--- src/rtl/asip_decode_pkg.sv ---
// ---------------------------------------------------------------------------
// asip_decode_pkg
// Shared definitions for the ASIP 16-bit decode/issue stage:
//   - opcode class enum (ALU, JUMP, MEM)
//   - instruction field bit positions
//   - WriteRegFrom encodings (ALU, IMM, MEM, PC)
//   - PcWriteEn encodings
//   - vector register range and a helper to classify a destination
//   - decode_t: the bundle of decoded fields passed from decode_fields to
//     the issue stage and held in its pipeline register
// ---------------------------------------------------------------------------
package asip_decode_pkg;

    typedef enum logic [1:0] {
        OPC_ALU  = 2'd0,
        OPC_JUMP = 2'd1,
        OPC_MEM  = 2'd2
    } op_class_e;

    // Field bit positions within instruction[15:0]
    localparam int CLASS_BIT    = 15;  // 0 = ALU
    localparam int SUBCLASS_BIT = 14;  // with CLASS_BIT = 1: 0 = jump, 1 = memory
    localparam int ALUOP_HI     = 14;
    localparam int ALUOP_LO     = 12;
    localparam int JCOND_HI     = 13;
    localparam int JCOND_LO     = 12;
    localparam int STORE_BIT    = 13;
    localparam int MEMSRC_BIT   = 12;
    localparam int DEST_HI      = 11;
    localparam int DEST_LO      = 8;
    localparam int IMM_HI       = 7;
    localparam int IMM_LO       = 0;
    localparam int RS1_HI       = 7;
    localparam int RS1_LO       = 4;
    localparam int RS2_HI       = 3;
    localparam int RS2_LO       = 0;

    // WriteRegFrom encodings
    localparam logic [1:0] WRF_ALU = 2'd0;
    localparam logic [1:0] WRF_IMM = 2'd1;
    localparam logic [1:0] WRF_MEM = 2'd2;
    localparam logic [1:0] WRF_PC  = 2'd3;

    // PcWriteEn encodings (one-hot jump kind)
    localparam logic [2:0] PCW_NONE = 3'b000;
    localparam logic [2:0] PCW_JMP  = 3'b001;
    localparam logic [2:0] PCW_JZ   = 3'b010;
    localparam logic [2:0] PCW_JNZ  = 3'b100;

    // Vector registers are 0-3: dest[3:2] == VEC_SEL
    localparam logic [1:0] VEC_SEL = 2'b00;

    function automatic logic is_vec_reg(input logic [3:0] r);
        return (r[3:2] == VEC_SEL);
    endfunction

    typedef struct packed {
        logic [3:0] dest;
        logic [3:0] rs1;
        logic [3:0] rs2;
        logic [7:0] imm;
        logic [2:0] alu_op;
        logic [2:0] pc_we;
        logic [1:0] wr_from;
        logic       mem_wr;
        logic       mem_from;
        logic       ow_nz;
        logic       we_sc;
        logic       we_vec;
        logic       use_rs1;
        logic       use_rs2;
        logic       chk_dest;   // dest read as a source (store) or written (WAW)
    } decode_t;

endpackage

--- src/rtl/decode_fields.sv ---
// ---------------------------------------------------------------------------
// decode_fields
// Purely combinational decode of one ASIP 16-bit instruction.
// Ports:
//   instr  in  16         instruction bits [15:0]
//   dec    out decode_t   decoded flags, fields and hazard-source selects
// Encoding summary:
//   ALU  (bit15 = 0):   [14:12] AluOpCode. 000 loads imm into dest,
//                       others compute dest <= rs1 op rs2 and update N/Z.
//   JUMP ([15:14] = 10): [13:12] 00 jmp, 01 jz, 10 jnz, 11 jmp-and-link
//                       (link writes PC into dest).
//   MEM  ([15:14] = 11): bit13 = 1 store (mem[rs1] <= dest or imm,
//                       bit12 selects imm), bit13 = 0 load dest <= mem[rs1].
// ---------------------------------------------------------------------------
module decode_fields
    import asip_decode_pkg::*;
(
    input  logic [15:0] instr,
    output decode_t     dec
);

    op_class_e  op_class;
    logic       writes_reg;

    always_comb begin
        if (!instr[CLASS_BIT])
            op_class = OPC_ALU;
        else if (!instr[SUBCLASS_BIT])
            op_class = OPC_JUMP;
        else
            op_class = OPC_MEM;
    end

    always_comb begin
        dec          = '0;
        writes_reg   = 1'b0;
        dec.dest     = instr[DEST_HI:DEST_LO];
        dec.rs1      = instr[RS1_HI:RS1_LO];
        dec.rs2      = instr[RS2_HI:RS2_LO];
        dec.imm      = instr[IMM_HI:IMM_LO];

        case (op_class)
            OPC_ALU: begin
                dec.alu_op = instr[ALUOP_HI:ALUOP_LO];
                writes_reg = 1'b1;
                if (dec.alu_op == 3'b000) begin
                    dec.wr_from = WRF_IMM;
                end else begin
                    dec.wr_from = WRF_ALU;
                    dec.ow_nz   = 1'b1;
                    dec.use_rs1 = 1'b1;
                    dec.use_rs2 = 1'b1;
                end
            end
            OPC_JUMP: begin
                case (instr[JCOND_HI:JCOND_LO])
                    2'b01:   dec.pc_we = PCW_JZ;
                    2'b10:   dec.pc_we = PCW_JNZ;
                    default: dec.pc_we = PCW_JMP;
                endcase
                // Link variant saves the return PC into dest.
                if (instr[JCOND_HI:JCOND_LO] == 2'b11) begin
                    writes_reg  = 1'b1;
                    dec.wr_from = WRF_PC;
                end
            end
            default: begin
                dec.use_rs1 = 1'b1;
                if (instr[STORE_BIT]) begin
                    dec.mem_wr   = 1'b1;
                    dec.mem_from = instr[MEMSRC_BIT];
                end else begin
                    writes_reg  = 1'b1;
                    dec.wr_from = WRF_MEM;
                end
            end
        endcase

        dec.we_vec   = writes_reg & is_vec_reg(dec.dest);
        dec.we_sc    = writes_reg & ~is_vec_reg(dec.dest);
        // Stores read dest; writers must not overtake a pending write (WAW).
        dec.chk_dest = writes_reg | dec.mem_wr;
    end

endmodule

--- src/rtl/decode_issue_stage.sv ---
// ---------------------------------------------------------------------------
// decode_issue_stage
// Decodes the fetched instruction, stalls on register hazards using a
// pending-write scoreboard, and holds the decoded result in a single
// pipeline register for the execute stage.
// Ports:
//   clk, rst_n                 clock, asynchronous active-low reset
//   in_valid / in_ready        fetch-side handshake
//   instruction [N-1:0]        fetched word, bits [15:0] decoded
//   out_valid / out_ready      execute-side handshake
//   flush                      drop the held instruction (taken jump)
//   wb_valid / wb_reg [3:0]    writeback retire, frees busy_regs[wb_reg]
//   MemoryWrite, writeMemFrom, OverWriteNz, RegWriteEnSc, RegWriteEnVec,
//   WriteRegFrom[1:0], RegToWrite[3:0], Immediate[7:0], PcWriteEn[2:0],
//   AluOpCode[2:0]             registered decode outputs
//   busy_regs [NREG-1:0]       scoreboard of pending register writes
// ---------------------------------------------------------------------------
module decode_issue_stage
    import asip_decode_pkg::*;
#(
    parameter int N    = 16,
    parameter int NREG = 16
) (
    input  logic            clk,
    input  logic            rst_n,
    input  logic            in_valid,
    output logic            in_ready,
    input  logic [N-1:0]    instruction,
    output logic            out_valid,
    input  logic            out_ready,
    input  logic            flush,
    input  logic            wb_valid,
    input  logic [3:0]      wb_reg,
    output logic            MemoryWrite,
    output logic            writeMemFrom,
    output logic            OverWriteNz,
    output logic            RegWriteEnSc,
    output logic            RegWriteEnVec,
    output logic [1:0]      WriteRegFrom,
    output logic [3:0]      RegToWrite,
    output logic [7:0]      Immediate,
    output logic [2:0]      PcWriteEn,
    output logic [2:0]      AluOpCode,
    output logic [NREG-1:0] busy_regs
);

    decode_t         dec_p0;
    decode_t         dec_p1;
    logic            vld_p1;
    logic [NREG-1:0] busy_p1;
    logic [NREG-1:0] busy_nxt;
    logic            hazard_p0;
    logic            capture_p0;
    logic            held_writes_p1;

    // ---- stage p0: combinational decode and hazard check ----
    decode_fields u_decode_fields (
        .instr (instruction[15:0]),
        .dec   (dec_p0)
    );

    // Uses the registered scoreboard only, so a retire frees a stalled
    // instruction one cycle after wb_valid.
    always_comb begin
        hazard_p0 = (dec_p0.use_rs1  & busy_p1[dec_p0.rs1])
                  | (dec_p0.use_rs2  & busy_p1[dec_p0.rs2])
                  | (dec_p0.chk_dest & busy_p1[dec_p0.dest]);
    end

    // rst_n gating keeps in_ready low while reset is asserted.
    assign in_ready   = rst_n & (~vld_p1 | out_ready) & ~hazard_p0 & ~flush;
    assign capture_p0 = in_valid & in_ready;

    assign held_writes_p1 = vld_p1 & (dec_p1.we_sc | dec_p1.we_vec);

    // Order matters: clears first, then the capture set so set wins.
    always_comb begin
        busy_nxt = busy_p1;
        if (wb_valid)
            busy_nxt[wb_reg] = 1'b0;
        // WAW stalling guarantees no older write to this dest is pending.
        if (flush && held_writes_p1)
            busy_nxt[dec_p1.dest] = 1'b0;
        if (capture_p0 && (dec_p0.we_sc || dec_p0.we_vec))
            busy_nxt[dec_p0.dest] = 1'b1;
    end

    // ---- stage p1: pipeline register and scoreboard ----
    always_ff @(posedge clk or negedge rst_n) begin
        if (!rst_n) begin
            vld_p1  <= 1'b0;
            dec_p1  <= '0;
            busy_p1 <= '0;
        end else begin
            busy_p1 <= busy_nxt;
            if (flush)
                vld_p1 <= 1'b0;
            else if (capture_p0)
                vld_p1 <= 1'b1;
            else if (out_ready)
                vld_p1 <= 1'b0;
            if (capture_p0)
                dec_p1 <= dec_p0;
        end
    end

    assign out_valid     = vld_p1;
    assign busy_regs     = busy_p1;
    assign MemoryWrite   = dec_p1.mem_wr;
    assign writeMemFrom  = dec_p1.mem_from;
    assign OverWriteNz   = dec_p1.ow_nz;
    assign RegWriteEnSc  = dec_p1.we_sc;
    assign RegWriteEnVec = dec_p1.we_vec;
    assign WriteRegFrom  = dec_p1.wr_from;
    assign RegToWrite    = dec_p1.dest;
    assign Immediate     = dec_p1.imm;
    assign PcWriteEn     = dec_p1.pc_we;
    assign AluOpCode     = dec_p1.alu_op;

endmodule
--- config.mk ---
export PLATFORM = sky130hd
export DESIGN_NAME = decode_issue_stage
export DESIGN_NICKNAME = d
export VERILOG_FILES = /design/src/rtl/asip_decode_pkg.sv /design/src/rtl/decode_fields.sv /design/src/rtl/decode_issue_stage.sv
export SDC_FILE = /design/constraint.sdc
export NUM_CORES = 1
export LEC_CHECK = 0
export CORE_ASPECT_RATIO = 0.9
export CORE_UTILIZATION = 51
export CTS_BUF_LIST = sky130_fd_sc_hd__clkbuf_4 sky130_fd_sc_hd__clkbuf_8
export CTS_CLUSTER_SIZE = 10
export DETAILED_ROUTE_END_ITERATION = 8
export PLACE_DENSITY_LB_ADDON = 0.2
export SYNTH_ARGS = -nofsm -noshare
export SYNTH_HDL_FRONTEND = slang
export SYNTH_SLANG_ARGS = --single-unit
--- constraint.sdc ---
create_clock -name clk -period 3.2 [get_ports clk]
set_input_delay 0.64 -clock clk [delete_from_list [all_inputs] [get_ports clk]]
set_output_delay 0.64 -clock clk [all_outputs]
set_load 0.01 [all_outputs]
==> results.yml <==
outcome:
  status: "complete, no violations"
clocking:
  worstSkewPairLatency_ps: 300
  clk_pin_slew_ps: 90
  clock-sinks: 42
  cts.htree.levels: 2
  postCtsSetupBuffers: 0
  numCtsBuffers: 5
  clock_path_buffers: 2
  hold_buffers: 0
  cts_root_buffer: "clkbuf_8"
  cts_tree: "yes"
synthesis:
  ys_async_sr_fraction_pct: 100.0
  syn_nets: 266
  synth_flop_cell: "dfrtp_1"
  syn_area_sq_mm: 0.002659
  synthCells: 236
  synth_edf_count: 0
  synth.avg_cell_area_sq_um: 11.27
  synth_cell_types: 40
  synth_top_area_cell: "dfrtp_1"
  netlist_top_cells_area: "dfrtp_1 40%, mux2_4 11%, mux2i_1 5.6%, mux4_1 4.0%, a31o_2 4.0%"
  yosysWarnings: 0
  ys_seq_area_share_pct: 39.53
  ys_ff_latch: 42
  yosys.area.top_type_share_pct: 39.53
critical_path:
  worstPathArrival_ps: 2430
  cp-end-kind: "primary output"
  r2r_slack_ps: 550
  critPathMaxStageDelay_ps: 470
  worstPathMaxFanout: 4
  required_ps: 2560
  slowest_stage: "clkdlybuf4s50_1"
  crit_family: "simple AND/OR/NAND/NOR gates"
  crit_buf_inv: 2
  cp-start-kind: "input port"
  critPathKind: "input port to primary output"
  worstPathCellList: "clkdlybuf4s50_1 > ha_1 > nor3b_1 > a211oi_1 > nand4_1 > nand4_2 > nor2_1 > clkdlybuf4s15_1"
grt:
  grtUsageMet2_pct: 39.77
  grt_util_all_layers_pct: 26.70
  grt_pass1_vias: 2223
  grt_max_degree: 43
  antenna_found_initial: 0
  grt_pass1_wl_um: 11260
  busiest_layer: "met2"
  gr-total-overflow: 0
  grt_use_met3_pct: 7.712
  met1_usage_pct: 36.77
routing:
  viasPerCell: 5.974
  wl_per_cell_um: 17.91
  first_iter_violations: 169
  drc_errors: 0
  first_pass_iters: 4
  antenna_left: 0
  drt_wl_total_um: 7001
  dr_total_vias: 2336
placed_design:
  place_area_sq_mm: 0.003533
  preCtsSetupSlack_ps: -484.8
  place_congestion: 0.9506
  hpwl_um: 5349
  port_buffers: 68
final_layout:
  layout_common_cells: "64 x clkdlybuf4s50_1, 42 x dfrtp_1, 24 x buf_4, 19 x mux2_4"
  mostFrequentLayoutCell: "clkdlybuf4s50_1"
  fin_nets: 355
  layout-drive-gt1-share_pct: 24.54
  area_growth_pct: 36.61
  final_util_pct: 73.76
  final_area_sq_mm: 0.003632
  n_antenna_cell: 0
floorplanning:
  die_area_sq_mm: 0.005507
  die_width_um: 78.11
  die_y_um: 70.50
  core_sq_mm: 0.004925
  num_rows: 24
  start_util_pct: 53.99
  io_pins: 69
timing:
  setup_viol: 0
  skew_ps: 12.15
  slew_headroom_pct: 58.07
  max_freq_ghz: 0.3262
  period_share_pct: 95.81
  finalCriticalPeriod_ps: 3066
  fin_ws_ps: 134.1
  finalHoldViolations: 0
  worst_slew_pin_slew_ps: 627.6
  final_max_slew_viol_count: 0
pwr:
  leakage_uw: 0.001707
  p_per_area_mw_per_mm2: 474.2
  irDropWorstVdd_v: 0.0002861
flow_run:
  drv_cap: 0
hold_path:
  hold_path.class: "input port to asynchronous set/reset pin"
==> sequential cells by signal, indices dropped and copies added, names as in the netlist <==
register,count
out_valid,1
busy_regs,16
MemoryWrite,1
OverWriteNz,1
RegWriteEnVec,1
Immediate,8
writeMemFrom,1
WriteRegFrom,2
PcWriteEn,3
AluOpCode,3
RegToWrite,4
RegWriteEnSc,1
==> path summary, 6_finish.rpt <==
kind / from / to / cells after the start
max reg2reg: busy_regs[11]$_DFF_PN0_ / WriteRegFrom[0]$_DFFE_PN0P_ / 8
min reg2reg: WriteRegFrom[1]$_DFFE_PN0P_ / WriteRegFrom[1]$_DFFE_PN0P_ / 1
min in group clk: WriteRegFrom[1]$_DFFE_PN0P_ / WriteRegFrom[1]$_DFFE_PN0P_ / 1
min: rst_n / Immediate[6]$_DFFE_PN0P_ / 2
max: instruction[13] / in_ready / 8
max in group asynchronous: rst_n / busy_regs[0]$_DFF_PN0_ / 2
==> layout make-up <==
type,instances,area (sq um)
Clock buffer,5,68.82
Clock inverter,3,25.02
Fill cell,383,1292
Inverter,8,30.03
Multi-Input combinational cell,174,1481
Sequential cell,42,1051
Tap cell,65,81.33
Timing Repair Buffer,94,894.6
==> per-layer routing <==
layer | wire [um] | part of all wire (%)
met4 | 221 | 3.2
met3 | 653 | 9.3
met1 | 3074 | 44
met2 | 3052 | 44
met5 | 0 | 0
==> cells by family after synthesis <==
family	count (synthesis)	synth area share [%]
flip-flops	42	39.53
AO/OA/AOI/OAI	57	14.59
multiplexers	47	24.56
adder cells (fa/ha/maj)	4	1.882
AND/OR/NAND/NOR	66	14.45
buffers and inverters	20	4.988
==> stage by stage <==
step	total power [uW]	std cells	TNS [ps]	hold WS (ps)
after global routing	1808	391	-4.428	528.8
after CTS	1727	391	0	499.6
after floorplan	1027	236	0	344.4
after detailed placement	1370	383	-8129	498.1
after global placement	1359	383	-6396	490.8
final	1722	391	0	484.1
==> synth_stat cells (2+ instances only) <==
library cell,number
o31ai_1,4
o21ai_0,15
mux4_1,4
nand3_1,7
ha_1,4
nand4_1,2
nand2b_1,4
nor3b_1,3
inv_1,8
nor2b_1,9
nor3_1,4
a41o_1,4
buf_2,2
clkbuf_1,5
mux2i_1,15
a21oi_1,12
buf_12,2
nand3b_1,6
nor2_1,14
mux2_4,19
mux2_2,8
and3_1,3
nand2_1,7
a31o_2,12
buf_6,3
a31oi_1,4
and2_1,2
dfrtp_1,42
==> power breakdown <==
group	total [uW]	internal [uW]	switching [uW]	leakage, uW
registers	730	628	102	0.000546
clock network	359	158	201	0.0000447
logic	634	390	243	0.00112
total	1720	1180	546	0.00171
==> repair_timing <==
action / 4_1_cts / 5_1_grt
gates resized for setup: 4 / 3
pin swaps: 0 / 2
endpoints found under the setup margin: 6 / 1
Note: power is estimated with default switching activity, not from simulation.
